`src/rtl/acc_bank.sv`:
```
// Bank of DEPTH accumulators with prioritised clr/write/inc, a registered
// read-before-write bus port and a combinational ALU view of one entry.
module acc_bank #(
  parameter int unsigned WIDTH = 24,
  parameter int unsigned DEPTH = 4,
  parameter int unsigned AW    = 2
) (
  input  logic             clk,
  input  logic             reset,
  input  logic             write,
  input  logic             inc,
  input  logic             clr,
  input  logic             read_bus,
  input  logic [AW-1:0]    sel,
  input  logic [AW-1:0]    alu_sel,
  input  logic [WIDTH-1:0] data_in,
  output logic [WIDTH-1:0] BUS_OUT,
  output logic             bus_valid,
  output logic [WIDTH-1:0] ALU_IN,
  output logic             zero,
  output logic             carry
);

  logic [WIDTH-1:0] acc [DEPTH];
  logic [WIDTH-1:0] cur;
  logic [WIDTH-1:0] nxt;
  logic [WIDTH:0]   sum;
  logic             sel_ok;
  logic             wrap;

  assign sel_ok = (32'(sel) < DEPTH);

  // Current value of the selected entry; out-of-range selects read as 0.
  always_comb begin
    cur = '0;
    for (int unsigned i = 0; i < DEPTH; i++) begin
      if (32'(sel) == i) cur = acc[i];
    end
  end

  // Post-update value of the selected entry, priority clr > write > inc.
  always_comb begin
    nxt  = cur;
    wrap = 1'b0;
    sum  = {1'b0, cur} + {{WIDTH{1'b0}}, 1'b1};
    if (sel_ok) begin
      if (clr) begin
        nxt = '0;
      end else if (write) begin
        nxt = data_in;
      end else if (inc) begin
        nxt  = sum[WIDTH-1:0];
        wrap = sum[WIDTH];
      end
    end
  end

  always_ff @(posedge clk or negedge reset) begin
    if (!reset) begin
      for (int unsigned i = 0; i < DEPTH; i++) acc[i] <= '0;
    end else begin
      for (int unsigned i = 0; i < DEPTH; i++) begin
        if (32'(sel) == i) acc[i] <= nxt;
      end
    end
  end

  // Bus read captures the pre-update value; status flags follow the update.
  always_ff @(posedge clk or negedge reset) begin
    if (!reset) begin
      BUS_OUT   <= '0;
      bus_valid <= 1'b0;
      zero      <= 1'b1;
      carry     <= 1'b0;
    end else begin
      if (read_bus) BUS_OUT <= cur;
      bus_valid <= read_bus;
      zero      <= (nxt == '0);
      carry     <= wrap;
    end
  end

  always_comb begin
    ALU_IN = '0;
    for (int unsigned i = 0; i < DEPTH; i++) begin
      if (32'(alu_sel) == i) ALU_IN = acc[i];
    end
  end

endmodule

```
`config.mk`:
```
export PLATFORM = sky130hd
export DESIGN_NAME = acc_bank
export DESIGN_NICKNAME = d
export VERILOG_FILES = /design/src/rtl/acc_bank.sv
export SDC_FILE = /design/constraint.sdc
export NUM_CORES = 1
export LEC_CHECK = 0
export BUFFER_PORTS_ARGS = -buffer_cell sky130_fd_sc_hd__buf_2
export CAP_MARGIN = 25
export CORE_MARGIN = 10
export CORE_UTILIZATION = 55
export CTS_CLUSTER_SIZE = 24
export DETAILED_ROUTE_END_ITERATION = 10
export PLACE_DENSITY = 0.73
export SLEW_MARGIN = 10
export SYNTH_ARGS = -nofsm -noshare
export SYNTH_HDL_FRONTEND = slang
export SYNTH_SLANG_ARGS = --single-unit
```
`constraint.sdc`:
```
create_clock -name clk -period 5 [get_ports clk]
set_input_delay 1 -clock clk [delete_from_list [all_inputs] [get_ports clk]]
set_output_delay 1 -clock clk [all_outputs]
set_load 0.01 [all_outputs]
```
## Word level (Yosys, flattened, before mapping)

Index checks and enable logic that the tools add are counted.
Widths: inputs -> output; s select.

| operators by class | value |
|---|---|
| $add $sub $neg | 1 |
| multiplexer cells | 14 |
| reductions and logical operators | 3 |
| eq/ne operators | 6 |

Operators with widths:

| cell | count |
|---|---|
| $mux 24 | 11 |
| $add 24x1->25 const B | 1 |
| $logic_not 24->1 | 1 |
| $eq 2x2->1 const B | 4 |
| $eq 2x1->1 const B | 2 |
| $logic_not 2->1 | 2 |
| $mux 1 | 3 |

| word-level totals | value |
|---|---|
| input port bits | 34 |
| output and inout bits | 51 |
| register bits | 123 |

## Logic depth before layout (Yosys ltp)

Gate-level depths: netlist of run 1.

| depth | value |
|---|---|
| depth after elaboration | 10 |
| mapped depth | 11 |
| mapped depth without buffers | 10 |

## Worst setup path before layout of run 1

Ideal clock, no wire load.

| timing | value |
|---|---|
| path type | input-to-reg |
| from | input port sel[0] |
| to | register zero |
| arrival time | 3.387 ns |
| path slack | 1.523 ns |
| library setup time | 0.090 ns |
| stages | 11 |
| cells stage by stage | buf_6 > mux4_2 > ha_1 > nand3_1 > o22ai_2 > nand3_4 > or4_1 > o2111a_2 > nor3_2 > nand4_1 > nor4_2 |

| between the ends | value |
|---|---|
| cells in the longest elaborated chain, start to end | 10 |
| elaborated cells on any way between the ends | 13 |
| classes of those cells | add/sub (1); eq/ne (3); mux (7); reduce/logical (2) |

RTL lines:

| element | line | source |
|---|---|---|
| from (decl) | 14 | `input logic [AW-1:0] sel,` |
| $logic_not 2->1 | 37 | `if (32'(sel) == i) cur = acc[i];` |
| $mux 24 (3 in a row) | 37 |  |
| $mux 24 * | 37 |  |
| net cur[1] | 25 | `logic [WIDTH-1:0] cur;` |
| $add 24x1->25 | 45 | `sum = {1'b0, cur} + {{WIDTH{1'b0}}, 1'b1};` |
| $mux 24 * | 51 | `end else if (inc) begin` |
| $mux 24 * | 49 | `end else if (write) begin` |
| $mux 24 * | 47 | `if (clr) begin` |
| $logic_not 24->1 * | 78 | `zero <= (nxt == '0);` |
| to (signal assigned) | 78 |  |
| to (decl) | 20 | `output logic zero,` |

Mark *: on every way through the listed nets, which the timed path passes. The rest lies on a longest branch.
A chain may end at the register's enable or synchronous reset.

## Final worst setup path of run 1

| timing | value |
|---|---|
| from | input port sel[0] |
| to | register zero |

| between the ends | value |
|---|---|
| cells in the longest elaborated chain, start to end | 10 |
| elaborated cells on any way between the ends | 13 |
| classes of those cells | add/sub (1); eq/ne (3); mux (7); reduce/logical (2) |

RTL lines:

| element | line |
|---|---|
| $logic_not 2->1 | 37 |
| $mux 24 (3 in a row) | 37 |
| $mux 24 * | 37 |
| $add 24x1->25 | 45 |
| $mux 24 * | 51 |
| $mux 24 * | 49 |
| $mux 24 * | 47 |
| $logic_not 24->1 * | 78 |

Mark *: on every way between the ends. The rest lies on a longest branch, timed or not.

==> flow_metrics.tcl, run 1 <==
set metrics [dict create \
    clock_tree.htree_level_count 4 \
    run_status "finished, final reports clean" \
    average_size_of_a_mapped_cell_um2 11.9 \
    grtUsageTotal 0.221 \
    path_max_fanout 20 \
    drc_errors 0 \
    met2_length_um 8530 \
    relative_slew_slack 0.336 \
    first_pass_grt_wire_length_um 28600 \
    initial_antenna_violation_count 0 \
    die_w_um 130 \
    path_class "in2reg" \
    clock_power_frac 0.407 \
    clk_buf_depth 2 \
    synthFlopType "sky130_fd_sc_hd__dfrtp_1" \
    wl_per_cell_um 23.1 \
    timing_hold_violations_final 0 \
    finalSetupTns_ps 0 \
    synth_sequential_area_ratio 0.465 \
    numClockSinks 123 \
    place_congestion 0.858 \
    place_hpwl_um 12400 \
    asyncSetResetFlopFracSynth 1.00 \
    power_per_cell_area_mw_per_mm2 402 \
    synth.cell_area_mm2 0.00663 \
    postSynthRegisterBits 123 \
    clock_latency_ps 410 \
    rows 40 \
    grt_start_max_net_pins 81 \
    synthCells 559 \
    vias_per_cell 6.53 \
    synth_top_cells_by_area "sky130_fd_sc_hd__dfrtp_1, sky130_fd_sc_hd__mux4_2, sky130_fd_sc_hd__mux2_2, sky130_fd_sc_hd__o21ai_0, sky130_fd_sc_hd__nand2_1" \
    p_leak_nw 3.49 \
    cts_inserted_buffers 17 \
    dr_total_vias 5148 \
    cts.clk_slew.worst_paths_ps 50 \
    first_global_vias 5117 \
    power.sequential.fraction 0.396 \
    ant_cells 0 \
    design.final.nets 665 \
    ff2ff_setup_slack_ps 1700 \
    power.internal_mw 2.25 \
    number_of_hold_repair_buffers_added_at_the_cts_stage 0 \
    dieHeight_um 130 \
    portBuffers 84 \
    rsz_0062_raised_after_global_routing "false" \
    crit-reg2reg-capture "zero" \
    dr.pass1.iters 6 \
    fmaxAchievable_ghz 0.248 \
    detailed_place.area_mm2 0.00709 \
    final_layout_size_suffix_gt1_frac 0.346 \
    critPathCaptureType "flop" \
    finalWorstPathRequiredPeriod_ps 4030 \
    worst_setup_path_start_kind "input port" \
    met3RoutedLength_um 1720 \
    critical_path_required_ps 5320 \
    dr.first_iter.drc_count 762 \
    vdd_drop_max_uv 193 \
    synth-edff-count 0 \
    cts_root_buf "sky130_fd_sc_hd__clkbuf_16" \
    post_synth_most_frequent_cells "sky130_fd_sc_hd__dfrtp_1, sky130_fd_sc_hd__nand2_1, sky130_fd_sc_hd__o21ai_0" \
    final.setup_skew_ps 11.3 \
    synth_cell_type_count 56 \
    wl_met1_um 7670 \
    finalCritPeriodShare 0.806 \
    synth.top_cell.area_share 0.461 \
    start_util 0.556 \
    synthesis.yosys.warnings 0 \
    cp_data_arrival_time_ps 4350 \
    synth_fp_nets 594 \
    final_cell_area_mm2 0.00773 \
    rr_worst_depth 10 \
    combinational_share_of_power 0.196 \
    wirelength_um 18200 \
    worstHoldPathType "in2async" \
    routed.top_layer "met4" \
    die_area_mm2 0.0168 \
    ioPinCount 85 \
    reported_max_cap_violation_count 0 \
    setup_viol 0 \
    r2r_start "acc[48]" \
    core_area_mm2 0.0119 \
    yosysMostFrequentCell "sky130_fd_sc_hd__dfrtp_1" \
    tritoncts "done" \
    timing.final.max_slew_violations 0 \
    switchingPower_uw 851 \
    final.fill_count 889 \
    netSwitchingFraction 0.274 \
    cts_resized 0 \
    post_cts_buffers 0 \
    syn_to_final_growth_pct 16.7 \
    synthDominantAreaCellType "sky130_fd_sc_hd__dfrtp_1" \
    postRouteAntennaNets 0 \
    overflow 0 \
    worst-slew-pin-transition_ps 995 \
]
## stage by stage
stage          cells  hold WS, ps  utilization  power, mW  setup slack, ps
6_report         788          389        0.649       3.11              968
2_1_floorplan    559          458            -       1.61             1520
3_5_place_dp     757          485        0.595       1.84              659
3_3_place_gp     757          475        0.595       1.82              762
4_1_cts          787          386        0.647       3.11             1010
5_1_grt          788          389        0.649       3.23              663
## worst max path at each step
stage | cells past startpoint | to | start
finish | 10 | zero | sel[0]
floorplan | 11 | zero | sel[0]
global route | 10 | zero | sel[0]
global placement | 11 | zero | sel[0]
CTS | 10 | zero | sel[0]
detailed placement | 10 | zero | sel[0]
## kinds of logic after synthesis
| kind of cell | Yosys count | share of synthesized area |
|---|---|---|
| AND/OR/NAND/NOR | 157 | 0.116 |
| flip-flops | 123 | 0.465 |
| AO/OA/AOI/OAI | 118 | 0.109 |
| multiplexers | 99 | 0.254 |
| buffers and inverters | 47 | 0.0359 |
| XOR/XNOR | 14 | 0.0185 |
| adder cells (fa/ha/maj) | 1 | 0.00189 |
## layer usage
layer  vias up  global-route usage
li1       2225                   -
met1      2576               0.305
met2       314               0.339
met3        33              0.0572
met4         0              0.0675
met5         -                   0
## flip-flops by register name, summed over array words and instances, names as in the netlist
signal and count:
bus_valid 1, BUS_OUT 24, carry 1, acc 96
zero 1
## cell type report
cell class / count / area, um2 / area share
clock buffer: 23 / 498 / 0.0644
clock inverter: 7 / 113 / 0.0146
inverter: 2 / 7.51 / 0.000971
multi-input combinational: 389 / 3310 / 0.428
sequential: 123 / 3080 / 0.398
tap: 147 / 184 / 0.0238
timing repair buffer: 97 / 541 / 0.0699
## critical path: stages
cell                      delay, ps
sky130_fd_sc_hd__buf_2          330
sky130_fd_sc_hd__buf_4          420
sky130_fd_sc_hd__mux4_1         750
sky130_fd_sc_hd__and4_1         330
sky130_fd_sc_hd__nand3_2        230
sky130_fd_sc_hd__nor4_1         100
sky130_fd_sc_hd__xor2_1         150
sky130_fd_sc_hd__o21ai_0        530
sky130_fd_sc_hd__nand4_1        220
sky130_fd_sc_hd__nor4_2         300
## power by group through the flow
stage	logic, mW	registers, mW	clock network (mW)
final	0.610	1.23	1.26
after floorplan	0.376	1.23	0
after global placement	0.586	1.23	0
after global routing	0.659	1.25	1.32
after CTS	0.607	1.23	1.28
after detailed placement	0.600	1.24	0
## cells in the final DEF, fill, tap and decap left out, drive strengths merged, types with 3 or more instances in the layout
cell	Yosys	routed
nor3	8	8
nor2	10	10
xnor2	4	4
o21ai	78	78
o311ai	3	3
xor2	10	10
clkinv	1	4
buf	13	97
a211oi	5	5
o31ai	7	7
o21a	12	12
mux2i	3	3
nor4	5	5
dfrtp	122	122
bufinv	0	3
mux2	48	48
nand2b	6	6
and2	3	3
nand2	87	87
mux4	48	48
nand4	6	6
clkbuf	32	23
and3	5	5
nand3	15	15
Power figures use the tool's default switching activity.
==> inputs of run 2 (changes only) <==
==> constraint.sdc (replaced) <==
create_clock -name clk -period 4.2 [get_ports clk]
set_input_delay 0.84 -clock clk [delete_from_list [all_inputs] [get_ports clk]]
set_output_delay 0.84 -clock clk [all_outputs]
set_load 0.01 [all_outputs]
==> flow_metrics.tcl, run 2 (synthesized netlist as in run 1, its figures left out) <==
set metrics [dict create \
    rsz_0062_raised_after_global_routing "false" \
    grtUsageTotal 0.222 \
    biggestRegsByFlops "acc x96, BUS_OUT x24" \
    postRouteAntennaNets 0 \
    wl_per_cell_um 22.4 \
    ff2ff_setup_slack_ps 1150 \
    place_congestion 0.853 \
    cts_root_buf "sky130_fd_sc_hd__clkbuf_16" \
    power_per_cell_area_mw_per_mm2 465 \
    worstPathCellList "buf_2, buf_4, mux4_1, and4_1, nand3_2, o41a_1, a2111oi_2, mux2_2" \
    clock_tree.htree_level_count 4 \
    timing.critical_path.slowest_cell_delay_ps 680 \
    final.fill_count 892 \
    path_delay_family "compound AO/OA/AOI/OAI gates" \
    worst-slew-pin-transition_ps 856 \
    final_common_cell "sky130_fd_sc_hd__dfrtp_1" \
    rows 40 \
    path_buf_inv 2 \
    cp_data_arrival_time_ps 3840 \
    layout.cells.most_common_list "sky130_fd_sc_hd__dfrtp_1, sky130_fd_sc_hd__nand2_1, sky130_fd_sc_hd__buf_2" \
    largest_register_ffs 96 \
    multi_input_gate_area_in_the_final_layout_mm2 0.00331 \
    timing.final.max_slew_violations 0 \
    crit-reg2reg-capture "zero" \
    numClockSinks 123 \
    ant_cells 0 \
    worstHoldPathType "in2async" \
    path_max_fanout 19 \
    critical_path.slowest_cell "sky130_fd_sc_hd__a2111oi_2" \
    die_w_um 130 \
    p_leak_nw 3.54 \
    first_pass_grt_wire_length_um 28800 \
    final_cells 805 \
    post_cts_buffers 0 \
    reported_max_cap_violation_count 0 \
    start_util 0.556 \
    first_global_vias 5320 \
    syn_to_final_growth_pct 17.7 \
    finalCritPeriodShare 0.831 \
    critPathCaptureType "flop" \
    finalSetupTns_ps 0 \
    postLayoutSetupSlackWorst_ps 711 \
    design.final.nets 680 \
    vias_per_cell 6.40 \
    timing.hold.ws_ps 498 \
    dr.pass1.iters 5 \
    cts_resized 0 \
    finalWorstPathRequiredPeriod_ps 3490 \
    vdd_drop_max_uv 266 \
    final.setup_skew_ps 6.41 \
    dr.first_iter.drc_count 670 \
    tritoncts "done" \
    final_layout_size_suffix_gt1_frac 0.362 \
    number_of_hold_repair_buffers_added_at_the_cts_stage 0 \
    r2r_start "acc[48]" \
    rr_worst_depth 11 \
    worst_setup_path_start_kind "input port" \
    run_status "finished, final reports clean" \
    initial_antenna_violation_count 0 \
    core_area_mm2 0.0119 \
    die_area_mm2 0.0168 \
    relative_slew_slack 0.426 \
    clk_buf_depth 2 \
    drc_errors 0 \
    wirelength_um 18000 \
    portBuffers 84 \
    dr_total_vias 5149 \
    overflow 0 \
    setup_viol 0 \
    path_class "in2reg" \
    max_flop_register "acc" \
    finalPower_mw 3.62 \
    dieHeight_um 130 \
    cts.clk_slew.worst_paths_ps 60 \
    ioPinCount 85 \
    place.detailed.instances 773 \
    cts_inserted_buffers 17 \
    layout.area.seq_mm2 0.00308 \
    clock_latency_ps 420 \
    place_hpwl_um 12300 \
    timing_hold_violations_final 0 \
    critical_path_required_ps 4560 \
    fmaxAchievable_ghz 0.287 \
    grt_start_max_net_pins 124 \
    detailedPlace.worstSlack_ps 337 \
]
[run 2: cell count changes in the layout (fill, tap and decap cells not counted), sizes merged]
cell / change
clkinv: +6
buf: +15
bufinv: -1
clkbuf: -3
[run 2: routing by layer]
layer	global-route usage	share of wire	vias to the layer above
li1	-	-	2256
met1	0.301	0.43	2624
met2	0.343	0.47	242
met3	0.0609	0.092	27
met4	0.0701	0.014	0
met5	0	0	-
[run 2: where the power goes]
part	total, mW	internal [mW]	switching, mW
Clock	1.43	0.883	0.543
Sequential	1.46	1.35	0.110
Combinational	0.734	0.342	0.392
[run 2: how the worst max path moves through the flow]
stage	to	slack [ps]	cells past startpoint	startpoint
5_1_grt	zero	520	10	sel[1]
3_3_place_gp	acc[95]	420	8	sel[1]
2_1_floorplan	zero	880	11	sel[0]
3_5_place_dp	acc[95]	340	8	sel[1]
6_report	acc[95]	710	8	sel[1]
4_1_cts	acc[95]	760	8	sel[1]
[run 2: through the flow]
stage / area [um2] / utilization
global placement: 7220 / 0.607
CTS: 7790 / 0.654
finish: 7790 / 0.654
floorplan: 6630 / -
detailed placement: 7220 / 0.607
global route: 7790 / 0.654
[run 2: final cells by class]
type                       instances  area share
multi-input combinational        389       0.424
sequential                       123       0.395
clock inverter                    12      0.0159
clock buffer                      20      0.0573
tap                              147      0.0236
inverter                           2    0.000963
timing repair buffer             112      0.0828
==> inputs of run 3 (changes only) <==
--- a/config.mk
+++ b/config.mk
@@ -8,10 +8,10 @@
 export BUFFER_PORTS_ARGS = -buffer_cell sky130_fd_sc_hd__buf_2
 export CAP_MARGIN = 25
 export CORE_MARGIN = 10
-export CORE_UTILIZATION = 55
+export CORE_UTILIZATION = 53
 export CTS_CLUSTER_SIZE = 24
 export DETAILED_ROUTE_END_ITERATION = 10
-export PLACE_DENSITY = 0.73
+export PLACE_DENSITY = 0.74
 export SLEW_MARGIN = 10
 export SYNTH_ARGS = -nofsm -noshare
 export SYNTH_HDL_FRONTEND = slang
==> constraint.sdc (replaced) <==
create_clock -name clk -period 2.8 [get_ports clk]
set_input_delay 0.56 -clock clk [delete_from_list [all_inputs] [get_ports clk]]
set_output_delay 0.56 -clock clk [all_outputs]
set_load 0.01 [all_outputs]
==> flow_metrics.tcl, run 3 (synthesized netlist as in run 1, its figures left out) <==
set metrics [dict create \
    layout.cells.most_common_list "sky130_fd_sc_hd__dfrtp_1, sky130_fd_sc_hd__buf_4, sky130_fd_sc_hd__nand2_1" \
    largest_register_ffs 96 \
    dieHeight_um 132 \
    ioPinCount 85 \
    numClockSinks 123 \
    path_max_fanout 7 \
    wl_per_cell_um 21.7 \
    first_global_vias 5648 \
    critPathCaptureType "flop" \
    cts_root_buf "sky130_fd_sc_hd__clkbuf_16" \
    worstHoldPathType "in2async" \
    layout.core_utilization 0.696 \
    timing_hold_violations_final 0 \
    grtUsageTotal 0.227 \
    setup_viol 0 \
    overflow 0 \
    dr_total_vias 5397 \
    first_pass_grt_wire_length_um 31300 \
    run_status "finished, final reports clean" \
    cp_data_arrival_time_ps 3030 \
    die_area_mm2 0.0174 \
    start_util 0.547 \
    tritoncts "done" \
    worstPathCellList "buf_2, buf_4, mux4_1, and4_2, nand3_2, buf_4, nor4_2, a2111oi_2, buf_4, nor3_2, nand4_1, nor4_2" \
    cts.clk_slew.worst_paths_ps 60 \
    final_common_cell "sky130_fd_sc_hd__dfrtp_1" \
    drc_errors 0 \
    final_cells 888 \
    rows 40 \
    clk_buf_depth 2 \
    grt_start_max_net_pins 51 \
    worst-slew-pin-transition_ps 663 \
    fmaxAchievable_ghz 0.372 \
    syn_to_final_growth_pct 27.2 \
    relative_slew_slack 0.557 \
    post_cts_buffers 0 \
    portBuffers 84 \
    biggestRegsByFlops "acc x96, BUS_OUT x24" \
    p_leak_nw 3.88 \
    worst_setup_path_start_kind "input port" \
    postLayoutSetupSlackWorst_ps 109 \
    finalWorstPathRequiredPeriod_ps 2690 \
    wirelength_um 19300 \
    clock_latency_ps 420 \
    detailedPlace.worstSlack_ps -406 \
    vdd_drop_max_uv 434 \
    path_class "in2reg" \
    postRouteAntennaNets 0 \
    critical_path_required_ps 3140 \
    rsz_0062_raised_after_global_routing "true" \
    place_hpwl_um 13900 \
    ant_cells 0 \
    critical_path.slowest_cell "sky130_fd_sc_hd__mux4_1" \
    vias_per_cell 6.08 \
    place_congestion 0.951 \
    final.setup_skew_ps 6.90 \
    critical-path-top-cell-by-count "sky130_fd_sc_hd__buf_4" \
    timing.critical_path.slowest_cell_delay_ps 380 \
    final_layout_size_suffix_gt1_frac 0.431 \
    dr.pass1.iters 5 \
    cts_inserted_buffers 17 \
    clock_tree.htree_level_count 4 \
    finalCritPeriodShare 0.961 \
    design.final.nets 744 \
    dr.first_iter.drc_count 658 \
    timing.final.max_slew_violations 0 \
    place.detailed.instances 858 \
    finalPower_mw 5.73 \
    initial_antenna_violation_count 0 \
    power_per_cell_area_mw_per_mm2 680 \
    die_w_um 132 \
    rr_worst_depth 10 \
    reported_max_cap_violation_count 0 \
    max_flop_register "acc" \
    core_area_mm2 0.0121 \
]
-- run 3: cell count changes in the layout (fill, tap and decap cells not counted), sizes merged --
| cell | delta |
|---|---|
| bufinv | +1 |
| clkinv | -6 |
| clkbuf | +3 |
| buf | +64 |
-- run 3: power by group --
part / internal [mW] / leakage, nW / total [mW] / switching (mW)
sequential: 2.03 / 1.61 / 2.20 / 0.175
clock: 1.50 / 0.301 / 2.27 / 0.765
combinational: 0.628 / 1.96 / 1.26 / 0.634
-- run 3: critical path: cells and delay by family --
family / cells / cell delay, ps
mux: 1 / 380
buf+inv: 4 / 710
simple gates: 6 / 1250
compound gates: 1 / 120
-- run 3: metal layers --
| layer | wire (um) | vias up | track usage | part of all wire |
|---|---|---|---|---|
| li1 | - | 2396 | - | - |
| met1 | 8040 | 2702 | 0.290 | 0.42 |
| met2 | 9310 | 260 | 0.363 | 0.48 |
| met3 | 1570 | 39 | 0.0644 | 0.081 |
| met4 | 381 | 0 | 0.0785 | 0.020 |
| met5 | 0 | - | 0 | 0 |
-- run 3: area by class of cell --
class	count	area (um2)
fill	882	3680
multi-input combinational	389	3360
sequential	123	3080
timing repair buffer	176	1160
clock buffer	23	498
tap	168	210
clock inverter	7	113
inverter	2	7.51
-- run 3: worst paths after layout --
check | startpoint | to | slack [ps]
min | reset | acc[8] | 100
max reg2reg | acc[0] | zero | 110
min in group clk | BUS_OUT[18] | BUS_OUT[18] | 500
min reg2reg | BUS_OUT[18] | BUS_OUT[18] | 500
max | sel[0] | zero | 110
max in group asynchronous | reset | zero | 1990
-- run 3: repair_timing --
| item | in CTS | in global routing |
|---|---|---|
| hold buffers | 0 | 0 |
| gates cloned | 0 | 0 |
| setup endpoints to repair | 5 | 12 |
| resized for setup | 1 | 8 |
-- run 3: through the flow --
stage | instance area, um2 | hold WS [ps] | TNS (ps)
2_1_floorplan | 6660 | 264 | 0
4_1_cts | 8420 | 115 | 0
3_5_place_dp | 7800 | 491 | -9870
3_3_place_gp | 7800 | 476 | -7790
5_1_grt | 8430 | 131 | -68.6
6_report | 8430 | 101 | 0
